`src/rtl/shift_seq_ctrl_pkg.sv`:
```
`default_nettype none
// ============================================================================
// Module   : shift_seq_ctrl_pkg
// Purpose  : Shared codes for the shift-register sequencer: SRwPR mode select
//            values, direction codes, FSM state encoding, mode helper.
// Revision : 1.0 - initial release
// ============================================================================
package shift_seq_ctrl_pkg;

    // SRwPR.S mode select codes
    localparam logic [1:0] c_SR_HOLD = 2'b00;
    localparam logic [1:0] c_SR_SHR  = 2'b01;
    localparam logic [1:0] c_SR_SHL  = 2'b10;
    localparam logic [1:0] c_SR_LOAD = 2'b11;

    // Command direction codes
    localparam logic c_DIR_RIGHT = 1'b0;
    localparam logic c_DIR_LEFT  = 1'b1;

    // Sequencer states
    typedef enum logic [1:0] {
        ST_IDLE  = 2'd0,
        ST_LOAD  = 2'd1,
        ST_SHIFT = 2'd2,
        ST_RESP  = 2'd3
    } state_t;

    // Map a command direction onto the SRwPR shift mode
    function automatic logic [1:0] shift_mode(input logic dir);
        return (dir == c_DIR_LEFT) ? c_SR_SHL : c_SR_SHR;
    endfunction

endpackage
`default_nettype wire

```
`src/rtl/shift_seq_ctrl_cnt.sv`:
```
`default_nettype none
// ============================================================================
// Module   : shift_seq_ctrl_cnt
// Purpose  : Loadable saturating down-counter holding the remaining number of
//            shift cycles. Decrement stops at zero.
// Revision : 1.0 - initial release
// ============================================================================
module shift_seq_ctrl_cnt #(
    parameter int CNT_W = 4
) (
    input  logic             clk,
    input  logic             rst,
    input  logic             i_load,
    input  logic [CNT_W-1:0] i_load_val,
    input  logic             i_dec,
    output logic [CNT_W-1:0] o_count,
    output logic             o_zero
);

    logic [CNT_W-1:0] r_count;

    // Load has priority over decrement; decrement saturates at zero
    always_ff @(posedge clk) begin
        if (rst) begin
            r_count <= '0;
        end else if (i_load) begin
            r_count <= i_load_val;
        end else if (i_dec && (r_count != '0)) begin
            r_count <= r_count - CNT_W'(1);
        end
    end

    assign o_count = r_count;
    assign o_zero  = (r_count == '0);

endmodule
`default_nettype wire

```
`src/rtl/shift_seq_ctrl.sv`:
```
`default_nettype none
// ============================================================================
// Module   : shift_seq_ctrl
// Purpose  : Sequencer for an 8-bit shift register with parallel load (SRwPR).
//            Accepts a command, issues one load then N shift cycles, streams
//            the outgoing bit on ser_out and returns the final contents.
// Options  : SHIFT_SEQ_ROTATE_EN - adds cmd_rot; when set the shifted-out bit
//            is fed back as the fill bit instead of ser_in.
// Revision : 1.0 - initial release
// ============================================================================
module shift_seq_ctrl
    import shift_seq_ctrl_pkg::*;
#(
    parameter int WIDTH = 8,
    parameter int CNT_W = 4
) (
    input  logic             clk,
    input  logic             rst,
    input  logic             cmd_valid,
    output logic             cmd_ready,
    input  logic [WIDTH-1:0] cmd_data,
    input  logic             cmd_dir,
    input  logic [CNT_W-1:0] cmd_cnt,
`ifdef SHIFT_SEQ_ROTATE_EN
    input  logic             cmd_rot,
`endif
    input  logic             ser_in,
    output logic             ser_out,
    output logic [1:0]       sr_S,
    output logic [WIDTH-1:0] sr_In,
    output logic             sr_sl,
    output logic             sr_sr,
    input  logic [WIDTH-1:0] sr_Y,
    output logic             rsp_valid,
    input  logic             rsp_ready,
    output logic [WIDTH-1:0] rsp_data
);

    state_t           r_state;
    state_t           w_next;
    logic [WIDTH-1:0] r_data;
    logic             r_dir;
    logic             w_accept;
    logic [CNT_W-1:0] w_cnt_eff;
    logic [CNT_W-1:0] w_count;
    logic             w_zero;
    logic             w_last;

    assign w_accept  = cmd_valid && cmd_ready;
    // More shifts than register bits would only refill it; clamp to WIDTH
    assign w_cnt_eff = (cmd_cnt > CNT_W'(WIDTH)) ? CNT_W'(WIDTH) : cmd_cnt;
    assign w_last    = (w_count == CNT_W'(1)) || w_zero;

    shift_seq_ctrl_cnt #(
        .CNT_W (CNT_W)
    ) u_cnt (
        .clk        (clk),
        .rst        (rst),
        .i_load     (w_accept),
        .i_load_val (w_cnt_eff),
        .i_dec      (r_state == ST_SHIFT),
        .o_count    (w_count),
        .o_zero     (w_zero)
    );

    // State register; reset aborts any command in flight
    always_ff @(posedge clk) begin
        if (rst) begin
            r_state <= ST_IDLE;
        end else begin
            r_state <= w_next;
        end
    end

    // Command fields captured at the accept handshake
    always_ff @(posedge clk) begin
        if (rst) begin
            r_data <= '0;
            r_dir  <= c_DIR_RIGHT;
        end else if (w_accept) begin
            r_data <= cmd_data;
            r_dir  <= cmd_dir;
        end
    end

`ifdef SHIFT_SEQ_ROTATE_EN
    logic r_rot;

    // Rotate flag travels with the command
    always_ff @(posedge clk) begin
        if (rst) begin
            r_rot <= 1'b0;
        end else if (w_accept) begin
            r_rot <= cmd_rot;
        end
    end

    assign sr_sl = r_rot ? sr_Y[WIDTH-1] : ser_in;
    assign sr_sr = r_rot ? sr_Y[0]       : ser_in;
`else
    assign sr_sl = ser_in;
    assign sr_sr = ser_in;
`endif

    // The register holds its value in RESP, so its output is the result
    assign rsp_data = sr_Y;

    // Next state and outputs; everything is forced quiet while rst is high
    always_comb begin
        w_next    = r_state;
        cmd_ready = 1'b0;
        sr_S      = c_SR_HOLD;
        sr_In     = '0;
        rsp_valid = 1'b0;
        ser_out   = 1'b0;
        if (!rst) begin
            case (r_state)
                ST_IDLE: begin
                    cmd_ready = 1'b1;
                    if (w_accept) begin
                        w_next = ST_LOAD;
                    end
                end
                ST_LOAD: begin
                    sr_S   = c_SR_LOAD;
                    sr_In  = r_data;
                    w_next = w_zero ? ST_RESP : ST_SHIFT;
                end
                ST_SHIFT: begin
                    sr_S    = shift_mode(r_dir);
                    ser_out = (r_dir == c_DIR_LEFT) ? sr_Y[WIDTH-1] : sr_Y[0];
                    if (w_last) begin
                        w_next = ST_RESP;
                    end
                end
                ST_RESP: begin
                    rsp_valid = 1'b1;
                    if (rsp_ready) begin
                        w_next = ST_IDLE;
                    end
                end
                default: w_next = ST_IDLE;
            endcase
        end
    end

endmodule
`default_nettype wire
```
`config.mk`:
```
export PLATFORM = sky130hd
export DESIGN_NAME = shift_seq_ctrl
export DESIGN_NICKNAME = d
export VERILOG_FILES = /design/src/rtl/shift_seq_ctrl_pkg.sv /design/src/rtl/shift_seq_ctrl_cnt.sv /design/src/rtl/shift_seq_ctrl.sv
export SDC_FILE = /design/constraint.sdc
export NUM_CORES = 1
export LEC_CHECK = 0
export CORE_ASPECT_RATIO = 0.7
export CORE_MARGIN = 2
export CORE_UTILIZATION = 35
export DETAILED_ROUTE_END_ITERATION = 10
export MAX_ROUTING_LAYER = met4
export PLACE_DENSITY_LB_ADDON = 0.2
export SYNTH_ARGS = -nofsm -noshare
export SYNTH_HDL_FRONTEND = slang
export SYNTH_HIERARCHICAL = 1
export SYNTH_SLANG_ARGS = --single-unit
```
`constraint.sdc`:
```
create_clock -name clk -period 2.4 [get_ports clk]
set_clock_uncertainty 0.05 [all_clocks]
set_input_delay 0.36 -clock clk [delete_from_list [all_inputs] [get_ports clk]]
set_output_delay 0.36 -clock clk [all_outputs]
set_load 0.05 [all_outputs]
```
==> results.ini, run 1 <==
[global_route]
grt_max_degree = 14
antenna_found_initial = 0
grt_pass1_vias = 825
grt-ovfl-total = 0
grt_use_total_pct = 15.7
grt_pass1_wl_um = 3780

[clock_network]
cts_hold_buf = 0
ctsResizeCount = 0
post_cts_buffers = 0
cts_htree_levels = 1
clkTransAtPathRegs_ns = 0.06
cts_tree = yes
clk_latency_ns = 0.25
cts.sinks = 15
cts_root_buffer = clkbuf_8
cts_made_buffers = 3
cts_buffer_depth = 2

[synth]
synth_ff_type = dfxtp_1
syn-num-nets = 157
synthTopCellsByArea = dfxtp_1 (30%), ha_1 (8.7%), nand2_1 (8.6%)
netlist_instances = 124
synth_cell_types = 33
yosysMostFrequentCell = nand2_1
synth-edff-count = 0
yosysTopAreaCellShare_pct = 29.9
syn_area_per_cell_um2 = 8.11
yosysWarnings = 6
synthTopCellsByCount = nand2_1 (23), dfxtp_1 (15), buf_4 (10)
synth_top_cell_by_area = dfxtp_1
ys_ff_latch = 15
async_flop_share_pct = 0
synth_seq_area_share_pct = 29.9
mappedNetlistArea_mm2 = 0.00101

[setup_path]
cp_max_fo = 8
cp-start-kind = flip-flop
critPathLaunch = r_state[1]
crit_arrival_ns = 1.80
path_class = flip-flop to primary output
end_kind = primary output
cp.required_ns = 1.99
rr_startpoint = u_cnt/o_count[1]

[power_and_ir_drop]
p_leak_uw = 0.000598
power.total_uw = 1150
ir_drop_v = 0.000275
power_density_mw_per_mm2 = 778

[layout]
fill_cells = 249
multi_input_area_um2 = 574
ff_latch_area_um2 = 300
layout-drive-gt1-share_pct = 17.3
layout.nets = 184
area_growth_pct = 47.4
antenna_cells = 0

[worst_hold_path]
hp-start = r_data[1]
hold_class = flip-flop to flip-flop

[timing]
finalHoldViolations = 0
slew_violations = 0
max-slew-margin-rel_pct = 66.2
grt_setup_unrepaired = false
tns_ns = 0
fin_crit_sh_pct = 91.9
tightest_slew_ns = 0.506
fmax_mhz = 454
finalSetupViolCount = 0
min_period_ns = 2.21

[route]
drt_iter0_drc = 51
wl_um = 2260
num_vias = 884
routedWlPerCell_um = 12.1
antenna_left = 0
post-route-drc-count = 0
via_per_inst = 4.75
drt_first_pass_iters = 4

[floorplan]
start_util_pct = 36.4
top_level_ports = 49
std_cell_rows = 16
core-area_mm2 = 0.00276
dieArea_mm2 = 0.00333
die_w_um = 68.1
chipHeight_um = 48.9

[placement]
globalplace.congestion = 0.838
port_buffers = 33
hpwl_um = 1790

[job]
drv_cap = 0

[outcome]
status = completed

==> report_power, final <==
group	internal, uW	switching [uW]	leakage [uW]	total (uW)
Sequential	309	52.1	0.000123	361
Combinational	272	314	0.000449	586
Clock	115	91.3	0.0000255	206
Total	696	457	0.000598	1150
==> final timing paths <==
check,to,slack (ns),cells after the start
min reg2reg,r_data[1],0.39,2
min,r_data[1],0.39,2
max reg2reg,r_state[0],0.21,7
max,sr_In[4],0.19,5
==> layer usage <==
metal  vias to the layer above  global-route usage [%]  wire length [um]
met5                         -                       -                 0
met4                         0                    6.67                38
met3                         7                    4.85               128
met2                        25                    23.0              1070
met1                       398                    19.8              1020
li1                        454                       -                 -
==> worst max-delay path: stages, from the launching register on <==
cell     delay, ns
dfxtp_1       0.36
inv_1         0.12
ha_1          0.22
nor2b_1       0.43
and2_1        0.26
buf_12        0.15
==> metrics by stage <==
step           util, %  hold WS [ns]  setup WS (ns)  area [um2]  std cells
3_3_place_gp      52.0         0.384          0.261        1440        182
6_report          53.7         0.395          0.195        1480        186
5_1_grt           53.7         0.423         0.0506        1480        186
2_1_floorplan        -         0.374          0.354        1010        124
3_5_place_dp      52.0         0.387          0.197        1440        182
4_1_cts           53.7         0.398          0.111        1480        186
==> sequential cells by signal, indices dropped and copies added, names as in the netlist <==
register / flops
r_data: 8
u_cnt/o_count: 4
r_state: 2
r_dir: 1
==> layout make-up <==
cell class	instances	area share [%]
Tap cell	36	3.04
Clock inverter	1	0.338
Inverter	9	2.28
Timing Repair Buffer	36	32.6
Multi-Input combinational cell	86	38.7
Sequential cell	15	20.3
Clock buffer	3	2.78
==> logic make-up (layout without fill, tap and decap cells) <==
| kind of cell | count (synthesis) | after routing | share of synthesized area (%) |
|---|---|---|---|
| AND/OR/NAND/NOR | 56 | 56 | 29.9 |
| buffers and inverters | 23 | 49 | 13.1 |
| AO/OA/AOI/OAI | 19 | 19 | 14.4 |
| flip-flops | 15 | 15 | 29.9 |
| adder cells (fa/ha/maj) | 7 | 7 | 8.71 |
| multiplexers | 4 | 4 | 4.10 |
==> layout by cell type, fill, tap and decap left out <==
master	n
or4b_1	1
a311o_1	1
nand3_1	1
ha_1	7
clkdlybuf4s50_1	20
nor2b_1	6
nor4b_2	1
a311oi_1	2
mux2i_1	3
a222oi_1	1
buf_4	3
nor2_1	7
inv_1	8
or3b_4	1
inv_2	1
and2_1	8
dfxtp_1	15
and3b_1	1
clkbuf_8	3
a21oi_1	2
and3_2	1
and2b_1	2
nor3_1	1
a211oi_1	1
mux2_2	1
buf_12	13
a21o_1	1
o31ai_1	2
and3_1	1
or2b_1	1
o21ai_1	8
clkinv_2	1
nand2_1	23
nand4b_1	1
a2111oi_4	1
No activity file was read; power rests on OpenSTA's default activity.
==> run 2, diff against run 1 <==
Settings changed: CTS_CLUSTER_DIAMETER from default to 30.
Clock period 2.4 ns to 2.8 ns, I/O delays scaled along.
==> results.ini, run 2 (same netlist as run 1, synthesis figures left out) <==
[timing]
finalSetupViolCount = 0  ; unchanged
finalHoldViolations = 0  ; unchanged
min_period_ns = 2.30
max-slew-margin-rel_pct = 65.6  ; was 66.2%
slew_violations = 0  ; unchanged
fin_hold_ws_ns = 0.394  ; was 0.395 ns
fmax_mhz = 434
tightest_slew_ns = 0.516  ; was 0.506 ns
tns_ns = 0  ; unchanged
setup_ws_ns = 0.497  ; was 0.195 ns
grt_setup_unrepaired = false  ; unchanged
fin_crit_sh_pct = 82.2

[route]
drt_first_pass_iters = 4  ; unchanged
post-route-drc-count = 0  ; unchanged
antenna_left = 0  ; unchanged
wl_um = 2210  ; was 2260 um
drt_iter0_drc = 33  ; was 51
routedWlPerCell_um = 12.0  ; was 12.1 um
via_per_inst = 4.76  ; was 4.75
num_vias = 881  ; was 884

[layout]
antenna_cells = 0  ; unchanged
ff_latch_area_um2 = 300  ; unchanged
fill_cells = 256  ; was 249
regMostFlops = r_data  ; unchanged
layout-drive-gt1-share_pct = 16.8  ; was 17.3%
final_cell_mix = nand2_1 (23), clkdlybuf4s50_1 (20), dfxtp_1 (15)  ; unchanged
area_growth_pct = 44.2  ; was 47.4%
multi_input_area_um2 = 574  ; unchanged
layout.nets = 183  ; was 184
layout_commonest_cell = nand2_1  ; unchanged
largest_reg_flops = 8  ; unchanged

[clock_network]
cts_htree_levels = 1  ; unchanged
clkTransAtPathRegs_ns = 0.06  ; about the same
cts.sinks = 15  ; unchanged
clk_latency_ns = 0.25  ; about the same
ctsResizeCount = 0  ; unchanged
cts_root_buffer = clkbuf_8  ; unchanged
cts_tree = yes  ; unchanged
cts_made_buffers = 3  ; unchanged
post_cts_buffers = 0  ; unchanged
cts_buffer_depth = 2  ; unchanged
cts_hold_buf = 0  ; unchanged

[setup_path]
cp.required_ns = 2.33  ; was 1.99 ns
end_kind = primary output  ; unchanged
crit_chain = clkdlybuf4s50_1 > nor2b_1 > and2_1 > buf_12  ; was inv_1 > ha_1 > nor2b_1 > and2_1 > buf_12
rrSetupSlack_ns = 0.60  ; was 0.21 ns
crit_arrival_ns = 1.83  ; was 1.80 ns
cpPeakStageDelay_ns = 0.58  ; was 0.43 ns
path_class = input port to primary output  ; was flip-flop to primary output
cp_max_fo = 9  ; was 8
critical-path-slowest-cell = clkdlybuf4s50_1  ; was nor2b_1
cp-start-kind = input port  ; was flip-flop

[floorplan]
dieArea_mm2 = 0.00333  ; unchanged
std_cell_rows = 16  ; unchanged
chipHeight_um = 48.9  ; unchanged
core-area_mm2 = 0.00276  ; unchanged
die_w_um = 68.1  ; unchanged
start_util_pct = 36.4  ; unchanged
top_level_ports = 49  ; unchanged

[power_and_ir_drop]
p_leak_uw = 0.000586  ; was 0.000598 uW
power_density_mw_per_mm2 = 663  ; was 778 mW/mm2
ir_drop_v = 0.000250  ; was 0.000275 V

[global_route]
grt_use_total_pct = 15.4  ; was 15.7%
grt_pass1_wl_um = 3770  ; was 3780 um
grt_max_degree = 15  ; was 14
grt-ovfl-total = 0  ; unchanged
antenna_found_initial = 0  ; unchanged
grt_pass1_vias = 850  ; was 825

[placement]
pre_cts_ws_ns = 0.440  ; was 0.197 ns
hpwl_um = 1750  ; was 1790 um
port_buffers = 33  ; unchanged
globalplace.congestion = 0.758  ; was 0.838

[outcome]
status = completed  ; unchanged

[job]
drv_cap = 0  ; unchanged

[worst_hold_path]
hold_class = flip-flop to flip-flop  ; unchanged

run 2: cell types whose count changed in the layout (fill, tap and decap cells not counted):
| cell | delta |
|---|---|
| buf_4 | +1 |
| buf_12 | -2 |
run 2: worst paths after layout:
path	cells after the start	start	end
setup / recovery	4	rst	sr_In[7]
hold / removal	2	r_data[5]	r_data[5]
setup reg to reg	7	u_cnt/o_count[1]	r_state[0]
hold reg to reg	2	r_data[5]	r_data[5]
run 2: cell type report:
type	instances	share of cell area, %
Multi-Input combinational cell	86	39.6
Tap cell	36	3.11
Inverter	9	2.33
Timing Repair Buffer	35	31.1
Clock buffer	3	2.85
Sequential cell	15	20.7
Clock inverter	1	0.345
run 2: where the power goes:
| part | switching (uW) | internal [uW] | leakage (uW) |
|---|---|---|---|
| logic | 263 | 214 | 0.000437 |
| registers | 45.3 | 265 | 0.000123 |
| clock network | 75.8 | 98.4 | 0.0000255 |
| total | 384 | 577 | 0.000586 |
run 2: per-layer routing:
| layer | GRT usage (%) | routed length, um |
|---|---|---|
| met2 | 22.7 | 1020 |
| met5 | - | 0 |
| met3 | 4.85 | 102 |
| met4 | 4.67 | 27 |
| met1 | 20.2 | 1060 |
run 2: stage by stage:
stage | utilization, % | power [uW] | instances | instance area (um2)
2_1_floorplan | - | 660 | 124 | 1010
3_3_place_gp | 50.8 | 777 | 181 | 1400
3_5_place_dp | 50.8 | 795 | 181 | 1400
4_1_cts | 52.5 | 974 | 185 | 1450
5_1_grt | 52.5 | 1040 | 185 | 1450
6_report | 52.5 | 961 | 185 | 1450
run 2: critical path, delay by kind of cell:
kind	cells	cell delay [ns]
buf+inv	2	0.73
simple gates	2	0.69
